[src/rtl/carfield_periph_pkg.sv]
// Shared types and address map for the Carfield peripheral APB crossbar.
// Region bases, rule records and FSM encoding live here.
package carfield_periph_pkg;

    localparam int unsigned NumPeriphPorts = 5;
    localparam int unsigned PortIdxW       = 3;

    localparam logic [31:0] PeriphRegionSize = 32'h0000_1000;
    localparam logic [31:0] CanBase          = 32'h2000_1000;
    localparam logic [31:0] SysTimerBase     = 32'h2000_4000;
    localparam logic [31:0] AdvTimerBase     = 32'h2000_5000;
    localparam logic [31:0] WatchdogBase     = 32'h2000_7000;
    localparam logic [31:0] HyperBusBase     = 32'h2000_9000;

    localparam logic [31:0] ErrDataDefault = 32'hBADC_AB1E;

    typedef enum logic [PortIdxW-1:0] {
        PortCan      = 3'd0,
        PortSysTimer = 3'd1,
        PortAdvTimer = 3'd2,
        PortWatchdog = 3'd3,
        PortHyperBus = 3'd4
    } periph_port_e;

    typedef struct packed {
        periph_port_e idx;
        logic [31:0]  start_addr;
        logic [31:0]  end_addr;
    } addr_rule_t;

    typedef addr_rule_t [NumPeriphPorts-1:0] addr_map_t;

    typedef enum logic [1:0] {
        StIdle   = 2'd0,
        StSetup  = 2'd1,
        StAccess = 2'd2,
        StResp   = 2'd3
    } xbar_state_e;

    // End address is exclusive: base <= addr < base + size.
    function automatic addr_rule_t mk_rule(periph_port_e p, logic [31:0] base);
        addr_rule_t r;
        r.idx        = p;
        r.start_addr = base;
        r.end_addr   = base + PeriphRegionSize;
        return r;
    endfunction

    localparam addr_map_t DefaultAddrMap = '{
        mk_rule(PortHyperBus, HyperBusBase),
        mk_rule(PortWatchdog, WatchdogBase),
        mk_rule(PortAdvTimer, AdvTimerBase),
        mk_rule(PortSysTimer, SysTimerBase),
        mk_rule(PortCan,      CanBase)
    };

endpackage

[src/rtl/carfield_periph_addr_decode.sv]
// Combinational first-match address decoder over the peripheral rule map.
// The CAN rule can be masked out so its window decodes as an error.
module carfield_periph_addr_decode
    import carfield_periph_pkg::*;
#(
    parameter int unsigned AddrWidth = 32,
    parameter int unsigned NumRules  = NumPeriphPorts,
    parameter bit          CanEnable = 1'b1
) (
    input  logic [AddrWidth-1:0]      addr_i,
    input  addr_rule_t [NumRules-1:0] rules_i,
    output logic [PortIdxW-1:0]       idx_o,
    output logic                      hit_o
);

    logic                 found;
    logic [PortIdxW-1:0]  idx;
    logic                 rule_on;

    always_comb begin
        found   = 1'b0;
        idx     = '0;
        rule_on = 1'b0;
        for (int i = 0; i < int'(NumRules); i++) begin
            rule_on = CanEnable || (rules_i[i].idx != PortCan);
            if (!found && rule_on &&
                addr_i >= AddrWidth'(rules_i[i].start_addr) &&
                addr_i <  AddrWidth'(rules_i[i].end_addr)) begin
                found = 1'b1;
                idx   = rules_i[i].idx;
            end
        end
    end

    assign idx_o = idx;
    assign hit_o = found;

endmodule

[src/rtl/carfield_periph_apb_xbar.sv]
// Single-requester APB demux for the Carfield peripheral window with
// decode-error responses and a per-access timeout on hung completers.
module carfield_periph_apb_xbar
    import carfield_periph_pkg::*;
#(
    parameter int unsigned          AddrWidth     = 32,
    parameter int unsigned          DataWidth     = 32,
    parameter int unsigned          NumPorts      = NumPeriphPorts,
    parameter bit                   CanEnable     = 1'b1,
    parameter int unsigned          TimeoutCycles = 256,
    parameter logic [DataWidth-1:0] ErrData       = DataWidth'(ErrDataDefault)
) (
    input  logic                          clk_i,
    input  logic                          rst_ni,
    input  logic                          s_psel_i,
    input  logic                          s_penable_i,
    input  logic                          s_pwrite_i,
    input  logic [AddrWidth-1:0]          s_paddr_i,
    input  logic [DataWidth-1:0]          s_pwdata_i,
    input  logic [DataWidth/8-1:0]        s_pstrb_i,
    input  logic [2:0]                    s_pprot_i,
    output logic                          s_pready_o,
    output logic [DataWidth-1:0]          s_prdata_o,
    output logic                          s_pslverr_o,
    output logic [NumPorts-1:0]           m_psel_o,
    output logic                          m_penable_o,
    output logic                          m_pwrite_o,
    output logic [AddrWidth-1:0]          m_paddr_o,
    output logic [DataWidth-1:0]          m_pwdata_o,
    output logic [DataWidth/8-1:0]        m_pstrb_o,
    output logic [2:0]                    m_pprot_o,
    input  logic [NumPorts-1:0]           m_pready_i,
    input  logic [NumPorts-1:0]           m_pslverr_i,
    input  logic [NumPorts*DataWidth-1:0] m_prdata_i,
    output logic                          timeout_o,
    output logic [2:0]                    timeout_port_o
);

    localparam int unsigned StrbWidth = DataWidth / 8;
    localparam int unsigned CntW      = (TimeoutCycles > 2) ? $clog2(TimeoutCycles) : 1;
    localparam logic [CntW-1:0] CntMax = CntW'(TimeoutCycles - 1);

    xbar_state_e           state_q, state_d;
    logic [PortIdxW-1:0]   port_q, port_d;
    logic [CntW-1:0]       cnt_q, cnt_d;
    logic [AddrWidth-1:0]  addr_q, addr_d;
    logic [DataWidth-1:0]  wdata_q, wdata_d;
    logic [StrbWidth-1:0]  strb_q, strb_d;
    logic [2:0]            prot_q, prot_d;
    logic                  write_q, write_d;
    logic [DataWidth-1:0]  rdata_q, rdata_d;
    logic                  err_q, err_d;
    logic [2:0]            tport_q, tport_d;
    logic                  timeout;

    logic [PortIdxW-1:0]   dec_idx;
    logic                  dec_hit;
    logic                  sel_ready;
    logic                  sel_err;
    logic [DataWidth-1:0]  sel_rdata;

    carfield_periph_addr_decode #(
        .AddrWidth (AddrWidth),
        .NumRules  (NumPeriphPorts),
        .CanEnable (CanEnable)
    ) i_decode (
        .addr_i  (s_paddr_i),
        .rules_i (DefaultAddrMap),
        .idx_o   (dec_idx),
        .hit_o   (dec_hit)
    );

    always_comb begin
        sel_ready = 1'b0;
        sel_err   = 1'b0;
        sel_rdata = '0;
        for (int p = 0; p < int'(NumPorts); p++) begin
            if (port_q == PortIdxW'(p)) begin
                sel_ready = m_pready_i[p];
                sel_err   = m_pslverr_i[p];
                sel_rdata = m_prdata_i[p*DataWidth +: DataWidth];
            end
        end
    end

    always_comb begin
        state_d = state_q;
        port_d  = port_q;
        cnt_d   = cnt_q;
        addr_d  = addr_q;
        wdata_d = wdata_q;
        strb_d  = strb_q;
        prot_d  = prot_q;
        write_d = write_q;
        rdata_d = rdata_q;
        err_d   = err_q;
        tport_d = tport_q;
        timeout = 1'b0;
        case (state_q)
            StIdle: begin
                cnt_d = '0;
                if (s_psel_i && s_penable_i) begin
                    addr_d  = s_paddr_i;
                    prot_d  = s_pprot_i;
                    write_d = s_pwrite_i;
                    port_d  = dec_idx;
                    err_d   = 1'b0;
                    rdata_d = '0;
                    if (dec_hit) begin
                        wdata_d = s_pwdata_i;
                        strb_d  = s_pstrb_i;
                        state_d = StSetup;
                    end else begin
                        err_d   = 1'b1;
                        rdata_d = ErrData;
                        state_d = StResp;
                    end
                end
            end
            StSetup: begin
                cnt_d   = '0;
                state_d = StAccess;
            end
            StAccess: begin
                // A ready in the expiry cycle still wins over the abort.
                if (sel_ready) begin
                    rdata_d = write_q ? '0 : sel_rdata;
                    err_d   = sel_err;
                    state_d = StResp;
                end else if (cnt_q == CntMax) begin
                    timeout = 1'b1;
                    tport_d = port_q;
                    err_d   = 1'b1;
                    rdata_d = ErrData;
                    state_d = StResp;
                end else begin
                    cnt_d = cnt_q + 1'b1;
                end
            end
            StResp: begin
                cnt_d   = '0;
                state_d = StIdle;
            end
            default: state_d = StIdle;
        endcase
    end

    always_ff @(posedge clk_i or negedge rst_ni) begin
        if (!rst_ni) begin
            state_q <= StIdle;
            port_q  <= '0;
            cnt_q   <= '0;
            addr_q  <= '0;
            wdata_q <= '0;
            strb_q  <= '0;
            prot_q  <= '0;
            write_q <= 1'b0;
            rdata_q <= '0;
            err_q   <= 1'b0;
            tport_q <= '0;
        end else begin
            state_q <= state_d;
            port_q  <= port_d;
            cnt_q   <= cnt_d;
            addr_q  <= addr_d;
            wdata_q <= wdata_d;
            strb_q  <= strb_d;
            prot_q  <= prot_d;
            write_q <= write_d;
            rdata_q <= rdata_d;
            err_q   <= err_d;
            tport_q <= tport_d;
        end
    end

    always_comb begin
        m_psel_o = '0;
        if (state_q == StSetup || state_q == StAccess) begin
            for (int p = 0; p < int'(NumPorts); p++) begin
                m_psel_o[p] = (port_q == PortIdxW'(p));
            end
        end
    end

    assign m_penable_o    = (state_q == StAccess);
    assign m_pwrite_o     = write_q;
    assign m_paddr_o      = addr_q;
    assign m_pwdata_o     = wdata_q;
    assign m_pstrb_o      = strb_q;
    assign m_pprot_o      = prot_q;
    assign s_pready_o     = (state_q == StResp);
    assign s_pslverr_o    = (state_q == StResp) && err_q;
    assign s_prdata_o     = rdata_q;
    assign timeout_o      = timeout;
    assign timeout_port_o = tport_q;

endmodule

[config.mk]
export PLATFORM = sky130hd
export DESIGN_NAME = carfield_periph_apb_xbar
export DESIGN_NICKNAME = d
export VERILOG_FILES = /design/src/rtl/carfield_periph_pkg.sv /design/src/rtl/carfield_periph_addr_decode.sv /design/src/rtl/carfield_periph_apb_xbar.sv
export SDC_FILE = /design/constraint.sdc
export NUM_CORES = 1
export LEC_CHECK = 0
export ABC_AREA = 1
export BUFFER_PORTS_ARGS = -buffer_cell sky130_fd_sc_hd__buf_2
export CAP_MARGIN = 15
export CORE_ASPECT_RATIO = 1.4
export CORE_MARGIN = 3
export CORE_UTILIZATION = 27
export DETAILED_ROUTE_END_ITERATION = 12
export GPL_TIMING_DRIVEN = 0
export SYNTH_ARGS = -nofsm -noshare
export SYNTH_HDL_FRONTEND = slang
export SYNTH_SLANG_ARGS = --single-unit
[constraint.sdc]
create_clock -name clk_i -period 2.4 [get_ports clk_i]
set_input_delay 0.24 -clock clk_i [delete_from_list [all_inputs] [get_ports clk_i]]
set_output_delay 0.24 -clock clk_i [all_outputs]
set_load 0.005 [all_outputs]
==> impl_metrics.ini <==
[power]
cellLeakagePower_nw = 5.305
pwr-share-comb_pct = 39.6
powerDensity_mw_per_mm2 = 896.1
internal-power_w = 0.005398
swShare_pct = 38.19
ir_drop_mv = 0.5124
p_total_w = 0.008732
sequentialPowerShare_pct = 32.8
power_switching_w = 0.003334
clock_power_share_pct = 27.6

[global_routing]
grtUsageMet1_pct = 21.53
antenna_found_initial = 1
busiest_layer = met2
grt_pass1_vias = 7778
met2_usage_pct = 33.59
use_met3_pct = 4.367
grt_pass1_wl_mm = 40.94
grt_util_all_layers_pct = 18.96
gr-total-overflow = 0
grt_max_degree = 64

[sta]
fmax_mhz = 431.3
worst_slew_pin_slew_ns = 0.6303
skew_ns = 0.007427
maxSlewViolCount = 0
setup_viol = 0
hold_viol = 0
fin_setup_tns_ns = 0
period_share_pct = 96.61
rsz0062_at_grt = yes
slew_headroom_pct = 57.98
whs_ns = 0.04845
period_minus_slack_ns = 2.319

[critical_path]
worst_r2r_endpoint = s_prdata_o[27]
cp-startpoint = port_q[1]
r2r-start = cnt_q[0]
r2r_slack_ns = 0.15
cp.arrival_ns = 2.08
crit_path_end = timeout_o
end_kind = primary output
critPathRequiredTime_ns = 2.16
worst_r2r_path_depth = 11
path_class = reg2out
crit_fanout = 7
worstSetupStartpointType = flip-flop

[finish]
num_antenna_cells = 0
stdcell_count = 1602
layout.nets = 1524
area_growth_pct = 43.00
drive_gt1_share_pct = 38.93

[die]
initial_utilization_pct = 27.52
die_h_microns = 194.0
rows = 68
fp.dieArea_sq_mm = 0.02721
ios = 362
coreArea_sq_mm = 0.02476
die_w_microns = 140.3

[place]
place_congestion = 0.9232
detailed_place_hpwl_mm = 21.15
placed_cells = 1560
numPortBuffers = 361

[yosys]
synthSimpleGateAreaFrac_pct = 29.23
synthMuxAreaShare_pct = 4.939
synth_area_leaders = dfrtp_1 (44%), nand2_1 (9.8%), nand3_1 (5.9%), nand4_1 (5.7%), o21ai_0 (5.6%)
synth-main-ff-cell = dfrtp_1
synthCells = 883
synth_top_family_by_area = simple AND/OR/NAND/NOR gates
syn_area_per_cell_sq_um = 7.717
synth.largest_area_cell = dfrtp_1
synth_common_cells = nand2_1 (177), dfrtp_1 (121), nor2_1 (85)
synthesis.area_sq_mm = 0.006814
seq_area_frac_synth_pct = 44.44
synthAdderAreaFrac_pct = 0.7345
synth_nets = 1133
synth-compound-area-share_pct = 12.17
synth_edf_count = 0
async_reset_ff_share_pct = 100.0
yosysUniqueCellTypes = 35
synth_seq_cells = 121
synthXorXnorAreaFrac_pct = 0.7712
synth.top_cell.area_share_pct = 44.44
synth_most_common_cell = nand2_1
yosysWarnings = 0

[route]
drcViolationCount = 0
drt_iter0_markers = 354
drt-pass1-iter-count = 5
viasPerCell = 4.703
drt_wl_total_mm = 26.50
vias = 7535
wl_per_cell_microns = 16.54
postRouteAntennaNets = 0

[clock_tree]
cts_made_buffers = 17
clock_latency_ns = 0.42
clk_path_buf_depth = 2
htree_levels = 4
clkSinkCount = 121
cts_tree = yes
clk_pin_slew_worst_paths_ns = 0.06
cts-root-buf = clkbuf_16

[run_status]
status = completed

[hold_path]
hold_class = in2reg

[job]
max_cap_viol_count = 0
-- worst max-delay path: stages, from the launching register on --
cell and delay (ns):
dfrtp_1 0.34, buf_6 0.14, nor2_4 0.05, buf_4 0.15, nand3_2 0.06, nand2_2 0.07, a211oi_4 0.24, nand2_2 0.11
inv_4 0.10, nand2_8 0.08, inv_4 0.07, nand2_4 0.08, inv_2 0.06, buf_2 0.10
-- cells in the final DEF (no fill, tap or decap), types with 3 or more instances in the layout --
| master | instances |
|---|---|
| clkinvlp_4 | 6 |
| o21ai_1 | 15 |
| mux2_2 | 29 |
| clkbuf_1 | 29 |
| xnor2_1 | 3 |
| clkbuf_16 | 17 |
| nand3_1 | 79 |
| buf_1 | 4 |
| a21oi_1 | 62 |
| buf_6 | 4 |
| xor2_1 | 3 |
| or2_2 | 17 |
| clkinv_2 | 4 |
| o21ai_0 | 76 |
| clkinv_4 | 3 |
| nand2_2 | 4 |
| dfrtp_1 | 120 |
| buf_2 | 374 |
| inv_1 | 59 |
| ha_1 | 3 |
| nand2_1 | 175 |
| buf_4 | 13 |
| nand4_1 | 62 |
| nand3_2 | 3 |
| inv_2 | 3 |
| nor2_1 | 84 |
| clkbuf_2 | 9 |
-- cell families after synthesis --
group,Yosys count
and+or+nand+nor,435
AOI/OAI and AO/OA,160
buffers and inverters,127
DFF,121
muxes,30
xor gates and xnor gates,6
adders and majority gates,4
-- what timing repair did --
| action | in CTS | in global routing |
|---|---|---|
| pin swaps | 3 | 3 |
| endpoints found under the hold margin | 58 | 0 |
| resized for setup | 9 | 22 |
| hold buffers | 1 | 0 |
| buffers inserted | 4 | 5 |
| endpoints found under the setup margin | 32 | 31 |
-- registers in the layout, summed over array words and instances, names as in the netlist --
signal / count
m_pwrite_o: 1
s_prdata_o: 32
state_q: 2
timeout_port_o: 3
m_pstrb_o: 4
m_pwdata_o: 32
cnt_q: 8
m_pprot_o: 3
err_q: 1
m_paddr_o: 32
port_q: 3
-- metrics by stage --
| stage | cell area (sq um) | setup WS, ns | utilization [%] |
|---|---|---|---|
| floorplan | 6814 | 0.5307 | - |
| global placement | 9015 | -0.5842 | 36.41 |
| detailed placement | 9049 | -0.3673 | 36.55 |
| CTS | 9669 | -0.1049 | 39.05 |
| global route | 9744 | -0.04759 | 39.36 |
| finish | 9744 | 0.08133 | 39.36 |
-- area by class of cell --
class / count / area, sq um
fill: 2656 / 15010
multi-input combinational: 635 / 3299
sequential: 121 / 3029
timing repair buffer: 372 / 1918
clock buffer: 17 / 425.4
tap: 315 / 394.1
buffer: 63 / 302.8
inverter: 64 / 245.2
clock inverter: 15 / 130.1
-- worst min-delay path by stage --
stage | start | endpoint | depth (start not counted)
after floorplan | rst_ni | cnt_q[0] | 0
after global placement | m_pwdata_o[0] | m_pwdata_o[0] | 2
after detailed placement | rst_ni | m_paddr_o[23] | 1
after CTS | s_paddr_i[5] | m_paddr_o[5] | 2
after global routing | s_paddr_i[0] | m_paddr_o[0] | 2
final | s_paddr_i[5] | m_paddr_o[5] | 2
-- routing by layer --
| layer | vias up | part of all wire [%] |
|---|---|---|
| met5 | - | 0.026 |
| met4 | 2 | 3.5 |
| met3 | 49 | 6.7 |
| met2 | 306 | 50 |
| met1 | 3430 | 39 |
| li1 | 3748 | - |
-- power groups by stage --
stage               Clock (W)  Combinational [W]  Sequential (W)
finish                0.00241            0.00346         0.00286
global route          0.00258            0.00386         0.00294
CTS                   0.00249            0.00348         0.00287
detailed placement          0            0.00343         0.00289
global placement            0            0.00340         0.00287
floorplan                   0            0.00181         0.00292
Power figures use the tool's default switching activity.
